==> src/rtl/gen_fifo_async_rdctl_pkg.sv <==
// gen_fifo_async_rdctl_pkg
// Shared constants for the asynchronous FIFO read-side controller.
// No ports; imported by the controller, its synchronizer and its interface.
package gen_fifo_async_rdctl_pkg;

   // Number of flops the write pointer crosses before it is used in rclk.
   localparam int SYNC_STAGES = 2;

   // Value of the empty flag while the controller is held in reset.
   localparam logic EMPTY_AT_RESET = 1'b1;

   // Value of the sticky underflow flag after reset.
   localparam logic UNDERFLOW_AT_RESET = 1'b0;

endpackage

==> src/rtl/gen_fifo_async_rdctl_if.sv <==
// gen_fifo_async_rdctl_if
// Consumer / RAM-read-port side of the asynchronous FIFO read controller.
//   pop                  consumer read request (consumer -> controller)
//   far_depth            registered depth as seen in the read clock domain
//   far_empty            registered empty flag
//   far_underflow        sticky "pop while empty" flag
//   far_ram_read_addr    binary RAM read address
//   far_ram_read_strobe  RAM read enable, combinational from pop
// Modports: master = consumer side, slave = read controller.
interface gen_fifo_async_rdctl_if #(
   parameter int PTR_WIDTH = 1
);
   logic                 pop;
   logic [PTR_WIDTH:0]   far_depth;
   logic                 far_empty;
   logic                 far_underflow;
   logic [PTR_WIDTH-1:0] far_ram_read_addr;
   logic                 far_ram_read_strobe;

   modport master (
      output pop,
      input  far_depth,
      input  far_empty,
      input  far_underflow,
      input  far_ram_read_addr,
      input  far_ram_read_strobe
   );

   modport slave (
      input  pop,
      output far_depth,
      output far_empty,
      output far_underflow,
      output far_ram_read_addr,
      output far_ram_read_strobe
   );
endinterface

==> src/rtl/gen_fifo_async_rdctl_sync2_sreset.sv <==
// gen_fifo_async_rdctl_sync2_sreset
// Two-flop synchronizer with synchronous active-high reset, used to bring
// the gray-coded write pointer into the read clock domain. Gray coding
// upstream guarantees at most one bit changes per write, so a per-bit
// synchronizer yields either the old or the new pointer value.
//   clk   destination clock
//   srst  synchronous active-high reset, clears both stages to 0
//   d     asynchronous input bus
//   q     synchronized output (second stage)
module gen_fifo_async_rdctl_sync2_sreset
   import gen_fifo_async_rdctl_pkg::*;
#(
   parameter int WIDTH = 2
) (
   input  logic             clk,
   input  logic             srst,
   input  logic [WIDTH-1:0] d,
   output logic [WIDTH-1:0] q
);

   // stage_reg[0] is the metastability-catching flop, the last stage feeds q.
   logic [WIDTH-1:0] stage_reg [SYNC_STAGES];

   always_ff @(posedge clk) begin
      if (srst) begin
         for (int i = 0; i < SYNC_STAGES; i++) begin
            stage_reg[i] <= '0;
         end
      end else begin
         stage_reg[0] <= d;
         for (int i = 1; i < SYNC_STAGES; i++) begin
            stage_reg[i] <= stage_reg[i-1];
         end
      end
   end

   assign q = stage_reg[SYNC_STAGES-1];

endmodule

==> src/rtl/gen_fifo_async_rdctl.sv <==
// gen_fifo_async_rdctl
// Read-side controller of the generic asynchronous FIFO; everything runs on
// rclk. The write controller's gray pointer is synchronized, converted to
// binary and compared with the local read pointer to produce depth/empty.
// Pops are qualified against the registered empty flag so the RAM is never
// read past the last valid entry.
//   rclk                 read clock
//   rreset               synchronous active-high reset
//   rusable              synchronized write pointer may be trusted
//   faw_write_addr_gray  gray write pointer from the write domain (async)
//   far_read_addr_gray   registered gray read pointer, to the write side
//   rd                   consumer / RAM interface (slave modport)
module gen_fifo_async_rdctl
   import gen_fifo_async_rdctl_pkg::*;
#(
   parameter int PTR_WIDTH = 1
) (
   input  logic                 rclk,
   input  logic                 rreset,
   input  logic                 rusable,
   input  logic [PTR_WIDTH:0]   faw_write_addr_gray,
   output logic [PTR_WIDTH:0]   far_read_addr_gray,
   gen_fifo_async_rdctl_if.slave rd
);

   localparam logic [PTR_WIDTH:0] DEPTH_EMPTY = '0;

   logic [PTR_WIDTH:0] wr_gray_d2;
   logic [PTR_WIDTH:0] wr_bin_d2;
   logic [PTR_WIDTH:0] wr_eff;
   logic [PTR_WIDTH:0] gap;
   logic [PTR_WIDTH:0] depth_next;
   logic [PTR_WIDTH:0] rd_bin_next;
   logic [PTR_WIDTH:0] rd_gray_next;
   logic [PTR_WIDTH:0] pop_ext;

   logic [PTR_WIDTH:0] rd_bin_reg;
   logic [PTR_WIDTH:0] rd_gray_reg;
   logic [PTR_WIDTH:0] depth_reg;
   logic               empty_reg;
   logic               underflow_reg;
   logic               pop_final;

   gen_fifo_async_rdctl_sync2_sreset #(
      .WIDTH (PTR_WIDTH + 1)
   ) u_wr_sync (
      .clk  (rclk),
      .srst (rreset),
      .d    (faw_write_addr_gray),
      .q    (wr_gray_d2)
   );

   // Gray to binary: each binary bit is the XOR of all gray bits at or
   // above it. Written per bit to avoid a bit-level feedback chain.
   generate
      for (genvar gi = 0; gi <= PTR_WIDTH; gi++) begin : g_gray2bin
         assign wr_bin_d2[gi] = ^wr_gray_d2[PTR_WIDTH:gi];
      end
   endgenerate

   // Pops against the registered empty flag; dropped pops only raise underflow.
   assign pop_final = rd.pop & ~empty_reg & ~rreset;
   assign pop_ext   = {{PTR_WIDTH{1'b0}}, pop_final};

   // With an untrusted write pointer, pretend the writer is exactly where
   // the reader is: the FIFO looks empty and no pop can be qualified.
   assign wr_eff = rusable ? wr_bin_d2 : rd_bin_reg;

   // Modulo arithmetic at PTR_WIDTH+1 bits keeps the depth right across
   // pointer wrap; the extra MSB distinguishes full from empty.
   assign gap          = wr_eff - rd_bin_reg;
   assign depth_next   = gap - pop_ext;
   assign rd_bin_next  = rd_bin_reg + pop_ext;
   assign rd_gray_next = rd_bin_next ^ (rd_bin_next >> 1);

   always_ff @(posedge rclk) begin
      if (rreset) begin
         rd_bin_reg    <= '0;
         rd_gray_reg   <= '0;
         depth_reg     <= DEPTH_EMPTY;
         empty_reg     <= EMPTY_AT_RESET;
         underflow_reg <= UNDERFLOW_AT_RESET;
      end else begin
         rd_bin_reg <= rd_bin_next;
         if (pop_final) begin
            rd_gray_reg <= rd_gray_next;
         end
         depth_reg <= depth_next;
         empty_reg <= (depth_next == DEPTH_EMPTY);
         if (rd.pop && empty_reg) begin
            underflow_reg <= 1'b1;
         end
      end
   end

   assign far_read_addr_gray     = rd_gray_reg;
   assign rd.far_depth           = depth_reg;
   assign rd.far_empty           = empty_reg;
   assign rd.far_underflow       = underflow_reg;
   assign rd.far_ram_read_addr   = rd_bin_reg[PTR_WIDTH-1:0];
   assign rd.far_ram_read_strobe = pop_final;

endmodule

==> src/flat_wrapper.sv <==
// flat-port wrapper written by rule: the top's interface ports become plain ports
module gen_fifo_async_rdctl_flat import gen_fifo_async_rdctl_pkg::*;
#(
   parameter int PTR_WIDTH = 1
)
  (rclk, rreset, rusable, faw_write_addr_gray, far_read_addr_gray, rd_pop, rd_far_depth, rd_far_empty, rd_far_underflow, rd_far_ram_read_addr, rd_far_ram_read_strobe);
  gen_fifo_async_rdctl_if #(.PTR_WIDTH(PTR_WIDTH)) rd_i ();
  input  logic rclk;
  input  logic rreset;
  input  logic rusable;
  input  logic [PTR_WIDTH:0] faw_write_addr_gray;
  output logic [PTR_WIDTH:0] far_read_addr_gray;
  input wire logic [$bits(rd_i.pop)-1:0] rd_pop;
  output wire logic [$bits(rd_i.far_depth)-1:0] rd_far_depth;
  output wire logic [$bits(rd_i.far_empty)-1:0] rd_far_empty;
  output wire logic [$bits(rd_i.far_underflow)-1:0] rd_far_underflow;
  output wire logic [$bits(rd_i.far_ram_read_addr)-1:0] rd_far_ram_read_addr;
  output wire logic [$bits(rd_i.far_ram_read_strobe)-1:0] rd_far_ram_read_strobe;
  assign rd_i.pop = rd_pop;
  assign rd_far_depth = rd_i.far_depth;
  assign rd_far_empty = rd_i.far_empty;
  assign rd_far_underflow = rd_i.far_underflow;
  assign rd_far_ram_read_addr = rd_i.far_ram_read_addr;
  assign rd_far_ram_read_strobe = rd_i.far_ram_read_strobe;
  gen_fifo_async_rdctl #(.PTR_WIDTH(PTR_WIDTH)) u_core (.rclk(rclk), .rreset(rreset), .rusable(rusable), .faw_write_addr_gray(faw_write_addr_gray), .far_read_addr_gray(far_read_addr_gray), .rd(rd_i));
endmodule
==> config.mk <==
export PLATFORM = sky130hd
export DESIGN_NAME = gen_fifo_async_rdctl_flat
export DESIGN_NICKNAME = d
export VERILOG_FILES = /design/src/rtl/gen_fifo_async_rdctl_pkg.sv /design/src/rtl/gen_fifo_async_rdctl_if.sv /design/src/rtl/gen_fifo_async_rdctl_sync2_sreset.sv /design/src/rtl/gen_fifo_async_rdctl.sv /design/src/flat_wrapper.sv
export SDC_FILE = /design/constraint.sdc
export NUM_CORES = 1
export LEC_CHECK = 0
export ABC_AREA = 1
export BUFFER_PORTS_ARGS = -buffer_cell sky130_fd_sc_hd__buf_2
export CAP_MARGIN = 5
export CORE_AREA = 2 2 39 41
export DETAILED_ROUTE_END_ITERATION = 16
export DIE_AREA = 0 0 41 43
export GPL_TIMING_DRIVEN = 0
export PLACE_DENSITY = 0.72
export SYNTH_ARGS = -nofsm -noshare
export SYNTH_HDL_FRONTEND = slang
export SYNTH_HIERARCHICAL = 1
export SYNTH_SLANG_ARGS = --single-unit
==> constraint.sdc <==
create_clock -name rclk -period 1.5 [get_ports rclk]
set_input_delay 0.3 -clock rclk [delete_from_list [all_inputs] [get_ports rclk]]
set_output_delay 0.3 -clock rclk [all_outputs]
set_load 0.02 [all_outputs]
==> impl_metrics.tcl <==
set metrics [dict create \
    status "completed" \
    place_congestion 0.7779 \
    r2r_slack_ns 0.06 \
    finClkSkew_ns 0.001592 \
    fmax_mhz 694.9 \
    cp_max_fo 3 \
    r2r_end "u_core/rd.far_empty" \
    core-area_sq_um 1384 \
    synth_cells 71 \
    place_hpwl_um 813.6 \
    placedCellCount 100 \
    die_x_um 41 \
    place_area_sq_um 644.4 \
    cts.htree.levels 1 \
    syn_nets 80 \
    grt_pass1_vias 456 \
    route.detailed.drc 0 \
    crit_path_frequent_cell "nand2_1" \
    ys_ff_latch 12 \
    numCtsBuffers 3 \
    area_delta_synth_final_pct 32.35 \
    drt_first_pass_iters 4 \
    p_per_area_nw_per_um2 1045 \
    n_antenna_cell 0 \
    crit_path_end "u_core/rd.far_empty" \
    postRouteAntennaNets 0 \
    worst-path-stages 7 \
    yosysWarnings 6 \
    drive_above_1_share_pct 40.45 \
    grt_pass1_wl_um 1745 \
    fin_util_pct 52.53 \
    hp-start "faw_write_addr_gray[0]" \
    synth_top_area_cell "dfxtp_1" \
    drt-initial-drc-count 13 \
    finalSetupTns_ns 0 \
    cp.arrival_ns 1.61 \
    irDropWorstVdd_mv 0.5681 \
    cpPeakStageDelay_ns 0.37 \
    path_delay_family "adder cells" \
    cp-end-kind "flip-flop" \
    startpoint "u_core/u_wr_sync/stage_reg[0][3]" \
    syn_area_per_cell_sq_um 7.736 \
    path_class "flip-flop to flip-flop" \
    crit_path_start_kind "flip-flop" \
    die_area_sq_um 1763 \
    hold_buffers 0 \
    crit_buf_inv 0 \
    slowest_stage "fa_2" \
    slew_violations 0 \
    overflow 0 \
    syn-cell-area_sq_um 549.3 \
    initial_core_util_pct 39.69 \
    min_period_over_period_pct 95.94 \
    netlist-cell-type-count 17 \
    final_cells 105 \
    clock_path_buffers 2 \
    largest_reg_flops 4 \
    worst-slew-pin-transition_ns 0.2329 \
    antenna_found_initial 0 \
    r2r_start "u_core/u_wr_sync/stage_reg[0][3]" \
    synth_seq_area_share_pct 43.74 \
    vias 475 \
    max_cap_violations 0 \
    p_leak_nw 0.3680 \
    slew_headroom_pct 84.47 \
    path_cells "xor2_2 -> o21ai_2 -> fa_2 -> xnor2_1 -> nand2_1 -> nand3_2 -> nand2_1" \
    tritoncts "done" \
    hold_class "input port to flip-flop" \
    clk_latency_ns 0.27 \
    hold_viol 0 \
    cts.sinks 12 \
    io_buffers 13 \
    setup_violations 0 \
    placementRows 14 \
    post_drt_wl_per_cell_um 10.51 \
    root_buffer "clkbuf_4" \
    viasPerCell 4.524 \
    fin_area_sq_um 726.9 \
    min_period_ns 1.439 \
    nets 99 \
    yosys-top-cells-area "dfxtp_1, nand2_1, inv_1" \
    grt_max_degree 12 \
    track_usage_pct 15.87 \
    drt_wl_total_um 1104 \
    r2r_cells 7 \
    io_pins 14 \
    clkTransAtPathRegs_ns 0.08 \
    required_ns 1.67 \
    dieHeight_um 43 \
    synth_top_area_share_pct 43.74 \
]
worst reg2reg max path: stages (launching register included):
cell and delay, ns:
dfxtp_2 0.34, xor2_2 0.16, o21ai_2 0.08, fa_2 0.37
xnor2_1 0.16, nand2_1 0.10, nand3_2 0.07, nand2_1 0.05
cell type report:
| class | count | area (sq um) |
|---|---|---|
| Buffer | 1 | 11.26 |
| Clock buffer | 4 | 36.28 |
| Fill cell | 126 | 656.9 |
| Inverter | 13 | 48.80 |
| Multi-Input combinational cell | 43 | 275.3 |
| Sequential cell | 12 | 247.7 |
| Tap cell | 16 | 20.02 |
| Timing Repair Buffer | 16 | 87.58 |
timing repair:
| item | CTS | global route |
|---|---|---|
| setup endpoints to repair | 3 | 3 |
| pin swaps | 7 | 7 |
| setup buffers | 1 | 2 |
| resized for setup | 6 | 4 |
report_power, final:
group	total (mW)	internal, mW	switching (mW)	leakage (nW)
sequential	0.352	0.342	0.00991	0.100
combinational	0.148	0.0593	0.0892	0.247
clock	0.260	0.148	0.112	0.0210
routing by layer:
layer	track usage [%]	part of all wire (%)	vias to the layer above
met5	0	0	-
met4	16.00	2.8	0
met3	1.571	2.9	4
met2	25.31	56	14
met1	16.12	39	208
li1	-	-	249
logic make-up (layout without fill, tap and decap cells):
kind of cell | after synthesis | in the layout | synth area share [%]
adders and majority gates | 3 | 3 | 8.200
xor gates and xnor gates | 3 | 3 | 4.784
DFF | 12 | 12 | 43.74
and+or+nand+nor | 32 | 32 | 25.06
AOI/OAI and AO/OA | 5 | 5 | 4.555
buffers and inverters | 16 | 34 | 13.67
metrics by stage:
step | total power [mW] | setup slack (ns) | hold WS, ns
final | 0.7600 | 0.06091 | 0.2243
after global routing | 0.8019 | -0.00005917 | 0.2411
after CTS | 0.7594 | -0.01420 | 0.2138
after detailed placement | 0.4917 | -0.1494 | 0.3928
after global placement | 0.4840 | -0.09709 | 0.3913
after floorplan | 0.4477 | 0.01421 | 0.3650
worst min path at each step:
stage / to / slack, ns / cells after the start
after CTS: u_core/u_wr_sync/stage_reg[0][0] / 0.21 / 3
after global placement: u_core/u_wr_sync/stage_reg[0][3] / 0.39 / 2
after floorplan: u_core/rd_bin_reg[0] / 0.36 / 1
after detailed placement: u_core/u_wr_sync/stage_reg[0][3] / 0.39 / 2
after global routing: u_core/u_wr_sync/stage_reg[0][0] / 0.24 / 3
final: u_core/u_wr_sync/stage_reg[0][0] / 0.22 / 3
cells in the mapped netlist:
master   instances
nand3_2          1
inv_1           12
nand3_1          3
nor2_1          12
xor2_1           1
fa_1             1
nand2_1         14
a21oi_1          3
xnor2_1          2
buf_4            2
dfxtp_1         12
nor2_2           1
or2_4            1
inv_2            1
ha_1             2
buf_6            1
o21ai_0          2
cells in the final DEF, fill, tap and decap left out, types with 2 or more instances in the layout:
| cell type | netlist | final |
|---|---|---|
| xnor2_1 | 2 | 2 |
| nor2_1 | 12 | 12 |
| dfxtp_1 | 12 | 8 |
| a21oi_1 | 3 | 3 |
| dfxtp_2 | 0 | 3 |
| nand2_1 | 14 | 13 |
| inv_1 | 12 | 12 |
| clkbuf_4 | 0 | 3 |
| buf_2 | 0 | 13 |
| nand3_1 | 3 | 2 |
| nand3_2 | 1 | 2 |
| buf_4 | 2 | 3 |
(Power assumes the default switching activity.)
